[config.mk]
export PLATFORM = sky130hd
export DESIGN_NAME = mem_write_arbiter
export DESIGN_NICKNAME = d
export VERILOG_FILES = /design/src/rtl/mem_map_pkg.sv /design/src/rtl/sync_fifo.sv /design/src/rtl/mem_write_arbiter.sv
export SDC_FILE = /design/constraint.sdc
export NUM_CORES = 1
export LEC_CHECK = 0
export BUFFER_PORTS_ARGS = -buffer_cell sky130_fd_sc_hd__clkbuf_2
export CAP_MARGIN = 20
export CORE_UTILIZATION = 56
export CTS_CLUSTER_SIZE = 28
export DETAILED_ROUTE_END_ITERATION = 12
export GPL_TIMING_DRIVEN = 0
export PLACE_DENSITY = 0.8
export SLEW_MARGIN = 20
export SYNTH_ARGS = -nofsm -noshare
export SYNTH_HDL_FRONTEND = slang
export SYNTH_HIERARCHICAL = 1
export SYNTH_SLANG_ARGS = --single-unit
[constraint.sdc]
create_clock -name clk -period 3.5 [get_ports clk]
set_input_delay 0.35 -clock clk [delete_from_list [all_inputs] [get_ports clk]]
set_output_delay 0.35 -clock clk [all_outputs]
set_load 0.1 [all_outputs]
[src/rtl/mem_map_pkg.sv]
// Memory map constants and shared types for the system write port arbiter.
package mem_map_pkg;

    // Region is taken from the top address nibble.
    localparam logic [3:0]  REGION_SRAM    = 4'h0;
    localparam logic [3:0]  REGION_VRAM    = 4'h8;
    localparam logic [3:0]  REGION_CTRL    = 4'hF;
    localparam int unsigned REGION_MSB     = 15;
    localparam int unsigned REGION_LSB     = 12;
    localparam int unsigned BANK_SEL_BIT   = 8;
    localparam int unsigned CTRL_RESET_BIT = 0;

    // Which requester owns the write port this cycle.
    typedef enum logic [1:0] {
        GntNone,
        GntDbg,
        GntCpu
    } grant_e;

endpackage

[src/rtl/sync_fifo.sv]
// Single-clock FIFO; a push into a full FIFO is accepted when a pop happens in the same cycle.
module sync_fifo #(
    parameter int unsigned WIDTH = 32,
    parameter int unsigned DEPTH = 4
) (
    input  logic             clk,
    input  logic             reset,
    input  logic             push_i,
    input  logic             pop_i,
    input  logic [WIDTH-1:0] din_i,
    output logic [WIDTH-1:0] dout_o,
    output logic             full_o,
    output logic             empty_o
);

    localparam int unsigned PW = (DEPTH > 1) ? $clog2(DEPTH) : 1;
    localparam logic [PW:0] FULL_CNT = (PW + 1)'(DEPTH);

    logic [WIDTH-1:0] r_mem [DEPTH];
    logic [PW-1:0]    r_wr_ptr;
    logic [PW-1:0]    r_rd_ptr;
    logic [PW:0]      r_count;
    logic             w_do_push;
    logic             w_do_pop;

    assign full_o    = (r_count == FULL_CNT);
    assign empty_o   = (r_count == '0);
    assign w_do_pop  = pop_i & ~empty_o;
    // When full, the slot being written is the one being read out this cycle.
    assign w_do_push = push_i & (~full_o | w_do_pop);
    assign dout_o    = r_mem[r_rd_ptr];

    // Storage array; contents need no reset because the count gates reads.
    always_ff @(posedge clk) begin
        if (w_do_push) begin
            r_mem[r_wr_ptr] <= din_i;
        end
    end

    // Pointers and occupancy; pointers wrap naturally since DEPTH is a power of two.
    always_ff @(posedge clk) begin
        if (reset) begin
            r_wr_ptr <= '0;
            r_rd_ptr <= '0;
            r_count  <= '0;
        end else begin
            if (w_do_push) r_wr_ptr <= r_wr_ptr + PW'(1);
            if (w_do_pop)  r_rd_ptr <= r_rd_ptr + PW'(1);
            case ({w_do_push, w_do_pop})
                2'b10:   r_count <= r_count + (PW + 1)'(1);
                2'b01:   r_count <= r_count - (PW + 1)'(1);
                default: r_count <= r_count;
            endcase
        end
    end

endmodule

[src/rtl/mem_write_arbiter.sv]
// Arbitrates the system memory write port between the SPI debug FIFO and the CPU,
// decodes the winning address into target write enables and owns the CPU reset bit.
module mem_write_arbiter
    import mem_map_pkg::*;
#(
    parameter int unsigned AWIDTH       = 16,
    parameter int unsigned DWIDTH       = 16,
    parameter int unsigned DBG_DEPTH    = 4,
    parameter int unsigned STARVE_LIMIT = 4
) (
    input  logic              clk,
    input  logic              reset,
    input  logic              dbg_wr_i,
    input  logic [AWIDTH-1:0] dbg_waddr_i,
    input  logic [DWIDTH-1:0] dbg_wdata_i,
    output logic              dbg_overflow_o,
    input  logic              cpu_wr_i,
    input  logic [AWIDTH-1:0] cpu_waddr_i,
    input  logic [DWIDTH-1:0] cpu_wdata_i,
    output logic              cpu_wait_o,
    output logic              we_o,
    output logic [AWIDTH-1:0] waddr_o,
    output logic [DWIDTH-1:0] wdata_o,
    output logic [1:0]        sram_we_o,
    output logic              vram_we_o,
    output logic              ctrl_we_o,
    output logic              cpu_reset_o
);

    localparam int unsigned STW = $clog2(STARVE_LIMIT + 1);
    localparam logic [STW-1:0] STARVE_MAX = STW'(STARVE_LIMIT);

    logic [AWIDTH+DWIDTH-1:0] w_fifo_dout;
    logic [AWIDTH-1:0]        w_fifo_addr;
    logic [DWIDTH-1:0]        w_fifo_data;
    logic                     w_fifo_full;
    logic                     w_fifo_empty;
    logic                     w_push;
    logic                     w_dbg_pick;
    grant_e                   w_grant;
    logic [AWIDTH-1:0]        w_gnt_addr;
    logic [DWIDTH-1:0]        w_gnt_data;
    logic [1:0]               w_sram_we;
    logic                     w_vram_we;
    logic                     w_ctrl_we;

    logic [STW-1:0]           r_starve;
    logic                     r_we;
    logic [AWIDTH-1:0]        r_waddr;
    logic [DWIDTH-1:0]        r_wdata;
    logic [1:0]               r_sram_we;
    logic                     r_vram_we;
    logic                     r_ctrl_we;
    logic                     r_overflow;
    logic                     r_cpu_reset;

    assign {w_fifo_addr, w_fifo_data} = w_fifo_dout;

    // Debug writes cannot stall: push unless the FIFO is full and not draining.
    assign w_push = dbg_wr_i & (~w_fifo_full | w_dbg_pick);

    sync_fifo #(
        .WIDTH (AWIDTH + DWIDTH),
        .DEPTH (DBG_DEPTH)
    ) u_dbg_fifo (
        .clk     (clk),
        .reset   (reset),
        .push_i  (w_push),
        .pop_i   (w_dbg_pick),
        .din_i   ({dbg_waddr_i, dbg_wdata_i}),
        .dout_o  (w_fifo_dout),
        .full_o  (w_fifo_full),
        .empty_o (w_fifo_empty)
    );

    // Grant decision: debug wins unless the CPU has waited through STARVE_LIMIT debug grants.
    always_comb begin
        w_dbg_pick = ~w_fifo_empty & (~cpu_wr_i | (r_starve < STARVE_MAX));
        w_grant    = GntNone;
        w_gnt_addr = cpu_waddr_i;
        w_gnt_data = cpu_wdata_i;
        if (w_dbg_pick) begin
            w_grant    = GntDbg;
            w_gnt_addr = w_fifo_addr;
            w_gnt_data = w_fifo_data;
        end else if (cpu_wr_i) begin
            w_grant = GntCpu;
        end
    end

    assign cpu_wait_o = cpu_wr_i & (w_grant != GntCpu);

    // Target decode of the granted address; unknown regions enable no target.
    always_comb begin
        w_sram_we = '0;
        w_vram_we = 1'b0;
        w_ctrl_we = 1'b0;
        if (w_grant != GntNone) begin
            unique case (w_gnt_addr[REGION_MSB:REGION_LSB])
                REGION_SRAM: w_sram_we[w_gnt_addr[BANK_SEL_BIT]] = 1'b1;
                REGION_VRAM: w_vram_we = 1'b1;
                REGION_CTRL: w_ctrl_we = 1'b1;
                default:     ;
            endcase
        end
    end

    // Starve counter: counts debug grants taken while the CPU is waiting.
    always_ff @(posedge clk) begin
        if (reset) begin
            r_starve <= '0;
        end else if (~cpu_wr_i || (w_grant == GntCpu)) begin
            r_starve <= '0;
        end else if ((w_grant == GntDbg) && (r_starve != STARVE_MAX)) begin
            r_starve <= r_starve + STW'(1);
        end
    end

    // Registered write port and decoded enables; address/data hold when idle.
    always_ff @(posedge clk) begin
        if (reset) begin
            r_we      <= 1'b0;
            r_waddr   <= '0;
            r_wdata   <= '0;
            r_sram_we <= '0;
            r_vram_we <= 1'b0;
            r_ctrl_we <= 1'b0;
        end else begin
            r_we      <= (w_grant != GntNone);
            r_sram_we <= w_sram_we;
            r_vram_we <= w_vram_we;
            r_ctrl_we <= w_ctrl_we;
            if (w_grant != GntNone) begin
                r_waddr <= w_gnt_addr;
                r_wdata <= w_gnt_data;
            end
        end
    end

    // Sticky overflow flag and the CPU reset control bit.
    always_ff @(posedge clk) begin
        if (reset) begin
            r_overflow  <= 1'b0;
            r_cpu_reset <= 1'b0;
        end else begin
            if (dbg_wr_i && !w_push) r_overflow <= 1'b1;
            if (r_ctrl_we) r_cpu_reset <= r_wdata[CTRL_RESET_BIT];
        end
    end

    assign we_o           = r_we;
    assign waddr_o        = r_waddr;
    assign wdata_o        = r_wdata;
    assign sram_we_o      = r_sram_we;
    assign vram_we_o      = r_vram_we;
    assign ctrl_we_o      = r_ctrl_we;
    assign dbg_overflow_o = r_overflow;
    assign cpu_reset_o    = r_cpu_reset;

endmodule
# Word-level counts from Yosys, hierarchy flattened

Memories as Yosys holds them, arrays and structs flattened. A register that Yosys moved wholly into a read port is not among the register bits.
Index checks and enable logic that the tools add are counted.

Register bits: 49
Bits in writable memories: 128
Output and inout port bits: 40
Memories: 1

Add/sub/neg operators: 5
Magnitude comparators: 3
Equality and inequality tests: 9
Mux-type cells: 13
Bitwise gates (word level): 13
Reductions and logical operators: 12

Memories:

| name             | words | width | read ports | clocked after Yosys merged registers in | wr ports | RTL line        | RTL |
|---|---|---|---|---|---|---|---|
| u_dbg_fifo.r_mem | 4     | 32    | 1          | 1                                       | 1        | sync_fifo.sv:19 | `logic [WIDTH-1:0] r_mem [DEPTH];` |

Operators by type and width:

| kind                                                                          | count |
|---|---|
| 16-bit two-way mux                                                            | 2 |
| 4-bit equality test (second input constant)                                   | 2 |
| 2-bit two-way mux                                                             | 4 |
| 3-bit by 1-bit adder with 3-bit output (second input constant)                | 2 |
| 3-bit case mux with 2 select lines                                            | 1 |
| 1-bit bitwise AND                                                             | 5 |
| 1-bit two-way mux                                                             | 5 |
| 1-bit inverter                                                                | 5 |
| 2-bit by 1-bit adder with 2-bit output (second input constant)                | 2 |
| 2-bit by 1-bit equality test with 1-bit output (second input constant)        | 2 |
| 2-bit equality test (second input constant)                                   | 2 |
| 4-bit zero test                                                               | 1 |
| 2-bit nonzero test                                                            | 2 |
| 2-bit OR reduction                                                            | 2 |
| 3-bit equality test (second input constant)                                   | 1 |
| 1-bit logical AND                                                             | 3 |
| 3-bit zero test                                                               | 1 |
| 3-bit less-than comparator (second input constant)                            | 1 |
| 3-bit inequality test (second input constant)                                 | 1 |
| 1-bit bitwise OR                                                              | 3 |
| 3-bit OR reduction                                                            | 1 |
| 3-bit by 1-bit subtractor with 3-bit output (second input constant)           | 1 |
| 1-bit by 2-bit less-than comparator with 1-bit output (second input constant) | 1 |
| 2-bit inequality test (second input constant)                                 | 1 |
| other kinds (4)                                                               | 4 |

# Depth between registers and ports, before layout

Depth after elaboration: 8
Gate-level depth with buffers: 12

# By module

The synthesis kept the hierarchy.

Modules (own cells, without submodules):

| module            | instances | cells an instance | area an instance (um^2) | sequential area each (um^2) |
|---|---|---|---|---|
| sync_fifo         | 1         | 226               | 5143.7                  | 4023.9 |
| mem_write_arbiter | 1         | 198               | 1995.7                  | 840.8 |

# Worst setup path after synthesis

OpenSTA, ideal clock, no wires.

Kind: register to register
Start: register u_dbg_fifo.r_count[1]
End: memory u_dbg_fifo.r_mem[0][0], enable pin
Data arrival time: 2.368 ns
Path slack: 0.740 ns
Stages on the path, launching flop included: 9
Buffers on the path: 3
Clock period less this slack: 2.760 ns
Cell sequence: dfxtp_1 > nor3_1 > a21o_2 > buf_6 > buf_6 > a21boi_1 > buf_2 > nor2b_2 > and2_1

Word-level cells in the longest chain between the ends: 8

RTL lines:

| item                                    | RTL line                | RTL |
|---|---|---|
| from (decl)                             | sync_fifo.sv:22         | `logic [PW:0] r_count;` |
| from (signal assigned)                  | sync_fifo.sv:50         | `2'b10: r_count <= r_count + (PW + 1)'(1);` |
| from (signal assigned)                  | sync_fifo.sv:51         | `2'b01: r_count <= r_count - (PW + 1)'(1);` |
| from (signal assigned)                  | sync_fifo.sv:52         | `default: r_count <= r_count;` |
| 3-bit zero test                         | sync_fifo.sv:27         | `assign empty_o = (r_count == '0);` |
| net w_fifo_empty                        | mem_write_arbiter.sv:37 | `logic w_fifo_empty;` |
| 1-bit inverter                          | mem_write_arbiter.sv:78 | `w_dbg_pick = ~w_fifo_empty & (~cpu_wr_i \| (r_starve < STARVE_MAX));` |
| 1-bit bitwise AND                       | mem_write_arbiter.sv:78 |  |
| 1-bit bitwise OR                        | mem_write_arbiter.sv:60 | `assign w_push = dbg_wr_i & (~w_fifo_full \| w_dbg_pick);` |
| 1-bit bitwise AND                       | mem_write_arbiter.sv:60 |  |
| net w_push                              | mem_write_arbiter.sv:38 | `logic w_push;` |
| 1-bit bitwise AND                       | sync_fifo.sv:30         | `assign w_do_push = push_i & (~full_o \| w_do_pop);` |
| 1-bit two-way mux                       | sync_fifo.sv:35         | `if (w_do_push) begin` |
| 1-bit two-way mux (implied by the code) | sync_fifo.sv:36         | `r_mem[r_wr_ptr] <= din_i;` |
| to (decl)                               | sync_fifo.sv:19         |  |

The timed path passes the listed nets, and every way through them passes these cells.

# Worst setup path in the final report

Start: register u_dbg_fifo.r_count[0]
End: register u_dbg_fifo.r_count[2]

Word-level cells in the longest chain between the ends: 8

RTL lines:

| item                                                                                  | RTL line                | RTL |
|---|---|---|
| 3-bit zero test (*)                                                                   | sync_fifo.sv:27         |  |
| net w_fifo_empty                                                                      | mem_write_arbiter.sv:37 |  |
| 1-bit inverter (*)                                                                    | mem_write_arbiter.sv:78 |  |
| 1-bit bitwise AND (*)                                                                 | mem_write_arbiter.sv:78 |  |
| 1-bit bitwise OR (*)                                                                  | mem_write_arbiter.sv:60 |  |
| 1-bit bitwise AND (*)                                                                 | mem_write_arbiter.sv:60 |  |
| net w_push                                                                            | mem_write_arbiter.sv:38 |  |
| 1-bit bitwise AND (*)                                                                 | sync_fifo.sv:30         |  |
| 2-bit by 1-bit equality test with 1-bit output or 2-bit equality test (tied branches) | sync_fifo.sv:49         | `case ({w_do_push, w_do_pop})` |
| 3-bit case mux with 2 select lines or 2-bit nonzero test (tied branches)              | -                       |  |

Mark *: on every way through the listed nets, which the timed path passes. The rest lies on a longest branch.
A chain may end at the register's enable or synchronous reset.

==> impl_results.md <==
- Vias in the first global route: just over 4k
- VDD IR-drop max: 0.4499 mV
- Most frequent cells in the layout: 128 x edfxtp_1, 105 x clkbuf_2, 51 x dfxtp_1, 39 x nor2_1, 32 x mux4_2
- Worst Path Required: approximately 3.8 ns
- CTS tree: built
- CP Capture Type: flip-flop
- Commonest non-fill, non-tap cell in the layout: edfxtp_1
- Cell Area, Synth: 7139 sq um
- DR vias: just over 4k
- Crit path time final: 3.095 ns
- Placed Instances: 701
- NumNets Final: 627
- # IOs: roughly 110
- Top sig layer: met4
- Hold slack: 0.1384 ns
- Slew Limit Fails: 0
- Max cap viols: 0
- Post-synth top flop: edfxtp_1
- Final setup fails: 0
- Worst min-delay path class: in -> reg
- Setup crit start kind: flip-flop
- Post-route ant nets: 0
- Maximum number of pins on one net before global-route repair: 26
- Post-DP Area: 7968 sq um
- Mean post-synth cell area: 16.84 sq um
- Initial antenna violation count: 0
- Worst slew pin tran: 0.8073 ns
- #FFs+latches synth: 179
- Post-synth top area cell: edfxtp_1
- Setup CP Type: reg -> reg
- Initial DRC Count: 304
- HPWL Detailed: 9.306 mm
- Initial core utilization: 58.46%
- Status: complete, no violations
- GRT Util Overall: between 20% and 30%
- Max-slew headroom: 46.18%
- Area grow syn2layout: 19.79%
- Placer Congestion: 0.8153
- Met1 WL: 5.931 mm
- CTS resizes: 0
- Worst-skew pair later-pin latency: roughly 0.43 ns
- Avg Vias per Cell: around 5.6
- Hold_buf cts: 0
- Ant. Diodes: 0
- DRC: 0
- Clock Sinks: 179
- Post-Syn Nets: 499
- Routed WL: ~14 mm
- Post-route clock period utilization: roughly 90%
- CTS H-tree depth: 4
- Gr ovfl total: 0
- Non-Filler Instances: 733
- Seq/Total Area, Yosys: roughly 68%
- Buffers on Ports: between 100 and 150
- Clk root buf: clkbuf_16
- Top cells by area, synth: edfxtp_1 54%, dfxtp_1 14%, mux4_2 10%
- Final instance area: 8552 sq um
- Post-synth EDFFs: 128
- Metal2 WL: 7.297 mm
- Unrepaired setup endpoints after global routing: false
- Core Util, Final: 70.03%
- Leakage power: 3.160 nW
- Core ar.: roughly 12000 sq um
- First-pass GRT wire length: between 20 and 25 mm
- Final Skew: 0.01144 ns
- Die width: 114.9 microns
- Post-synth ARST share: 0%
- CTS buffer count: 17
- Post-synth top area share: 53.84%
- Routed length per instance: 19.46 microns
- Syn. warnings: 6
- FP Rows: 40
- Maximum fanout along the worst path: 10
- Bufs on Longest Clock Path: 2
- DIE HEIGHT: approximately 110 microns
- Setup Buffers After CTS: 0
- Clock transition at path regs: 0.07 ns
- Met3 wire len: 810 microns
- Distinct cells, synth: 43
- Maximum clock frequency: 0.3231 GHz
- DIE AREA: 13200 sq um
- Arrival time worst endpoint: 3.40 ns
- Fin. Hold Viols: 0
- Synth Instances: 424
- Share of layout cells above drive strength 1: 40.35%
- Pre-antenna DRT Iters: 4
- Power Density: 988.7 nW/um^2
==> layer usage <==
| layer | vias up | global-route usage [%] |
|---|---|---|
| met3 | 15 | 5.746 |
| met5 | - | 0 |
| met2 | 156 | 39.64 |
| met1 | 2035 | 29.24 |
| met4 | 0 | 9.957 |
| li1 | 1890 | - |
==> Yosys cell counts (4+ instances only) <==
cell type and count:
o21ai_0 5, buf_6 6, ha_1 6, nand2_1 12, buf_2 8, nand3_1 4
nor2_1 39, inv_1 9, and2_1 6, nand2b_1 4, a211oi_2 27, buf_4 6
buf_1 4, a31oi_1 6, mux2i_1 29, dfxtp_1 51, a21oi_1 4, edfxtp_1 128
mux4_2 32, nor3_1 4
==> logic make-up (layout without fill, tap and decap cells) <==
family	after synthesis	after routing	synth area share [%]
flops	179	179	68.14
compound gates	52	52	7.098
buf+inv	37	178	3.032
fa+ha+maj	7	7	1.332
xor+xnor	5	5	0.6135
simple gates	82	82	5.468
mux	62	62	14.32
==> through the flow <==
step / setup WS [ns] / setup TNS [ns] / total power [W]
floorplan: 0.7399 / 0 / 0.005905
global placement: -0.02254 / -2.201 / 0.006501
detailed placement: 0.4219 / 0 / 0.006638
CTS: 0.3949 / 0 / 0.008516
global route: 0.2424 / 0 / 0.008805
finish: 0.4052 / 0 / 0.008456
==> cell type report <==
cell class / count / area, sq um
Inverter: 10 / 37.54
Multi-Input combinational cell: 208 / 2063
Fill cell: 833 / 3660
Sequential cell: 179 / 4865
Timing Repair Buffer: 109 / 613.1
Clock inverter: 14 / 155.1
Tap cell: 168 / 210.2
Buffer: 27 / 178.9
Clock buffer: 18 / 429.2
==> power by group <==
part | switching, W | total, W | internal (W)
registers | 0.000178 | 0.00292 | 0.00275
logic | 0.00265 | 0.00367 | 0.00103
clock network | 0.000800 | 0.00186 | 0.00106
total | 0.00362 | 0.00846 | 0.00483
==> critical path, stage by stage, from the launching register on <==
cell and delay [ns]:
dfxtp_1 0.31, buf_6 0.13, nor3_1 0.46, a21o_2 0.20, buf_6 0.15, buf_6 0.19, a21boi_1 0.08, buf_2 0.19
nand2b_1 0.17, fa_1 0.38, nand2b_1 0.16, o31ai_2 0.20, mux2_1 0.34
==> state kept, by name (all words and copies together), names as in the netlist, 2 cells and up, named ones only <==
signal / cells
r_starve: 3
sram_we_o: 2
u_dbg_fifo/r_count: 3
u_dbg_fifo/r_mem: 128
u_dbg_fifo/r_rd_ptr: 2
u_dbg_fifo/r_wr_ptr: 2
waddr_o: 16
wdata_o: 16
==> final timing paths <==
| kind | startpoint | end | slack (ns) | depth (start not counted) |
|---|---|---|---|---|
| worst min register to register | waddr_o[15]$_SDFFE_PP0N_ | waddr_o[15]$_SDFFE_PP0N_ | 0.47 | 2 |
| worst min-delay path | dbg_waddr_i[2] | u_dbg_fifo/r_mem[3][18]$_DFFE_PP_ | 0.14 | 1 |
| worst max register to register | u_dbg_fifo/r_count[0]$_SDFFE_PP0P_ | u_dbg_fifo/r_count[2]$_SDFFE_PP0P_ | 0.41 | 12 |
| worst max-delay path | u_dbg_fifo/r_count[0]$_SDFFE_PP0P_ | u_dbg_fifo/r_count[2]$_SDFFE_PP0P_ | 0.41 | 12 |
No activity file was read; power rests on OpenSTA's default activity.
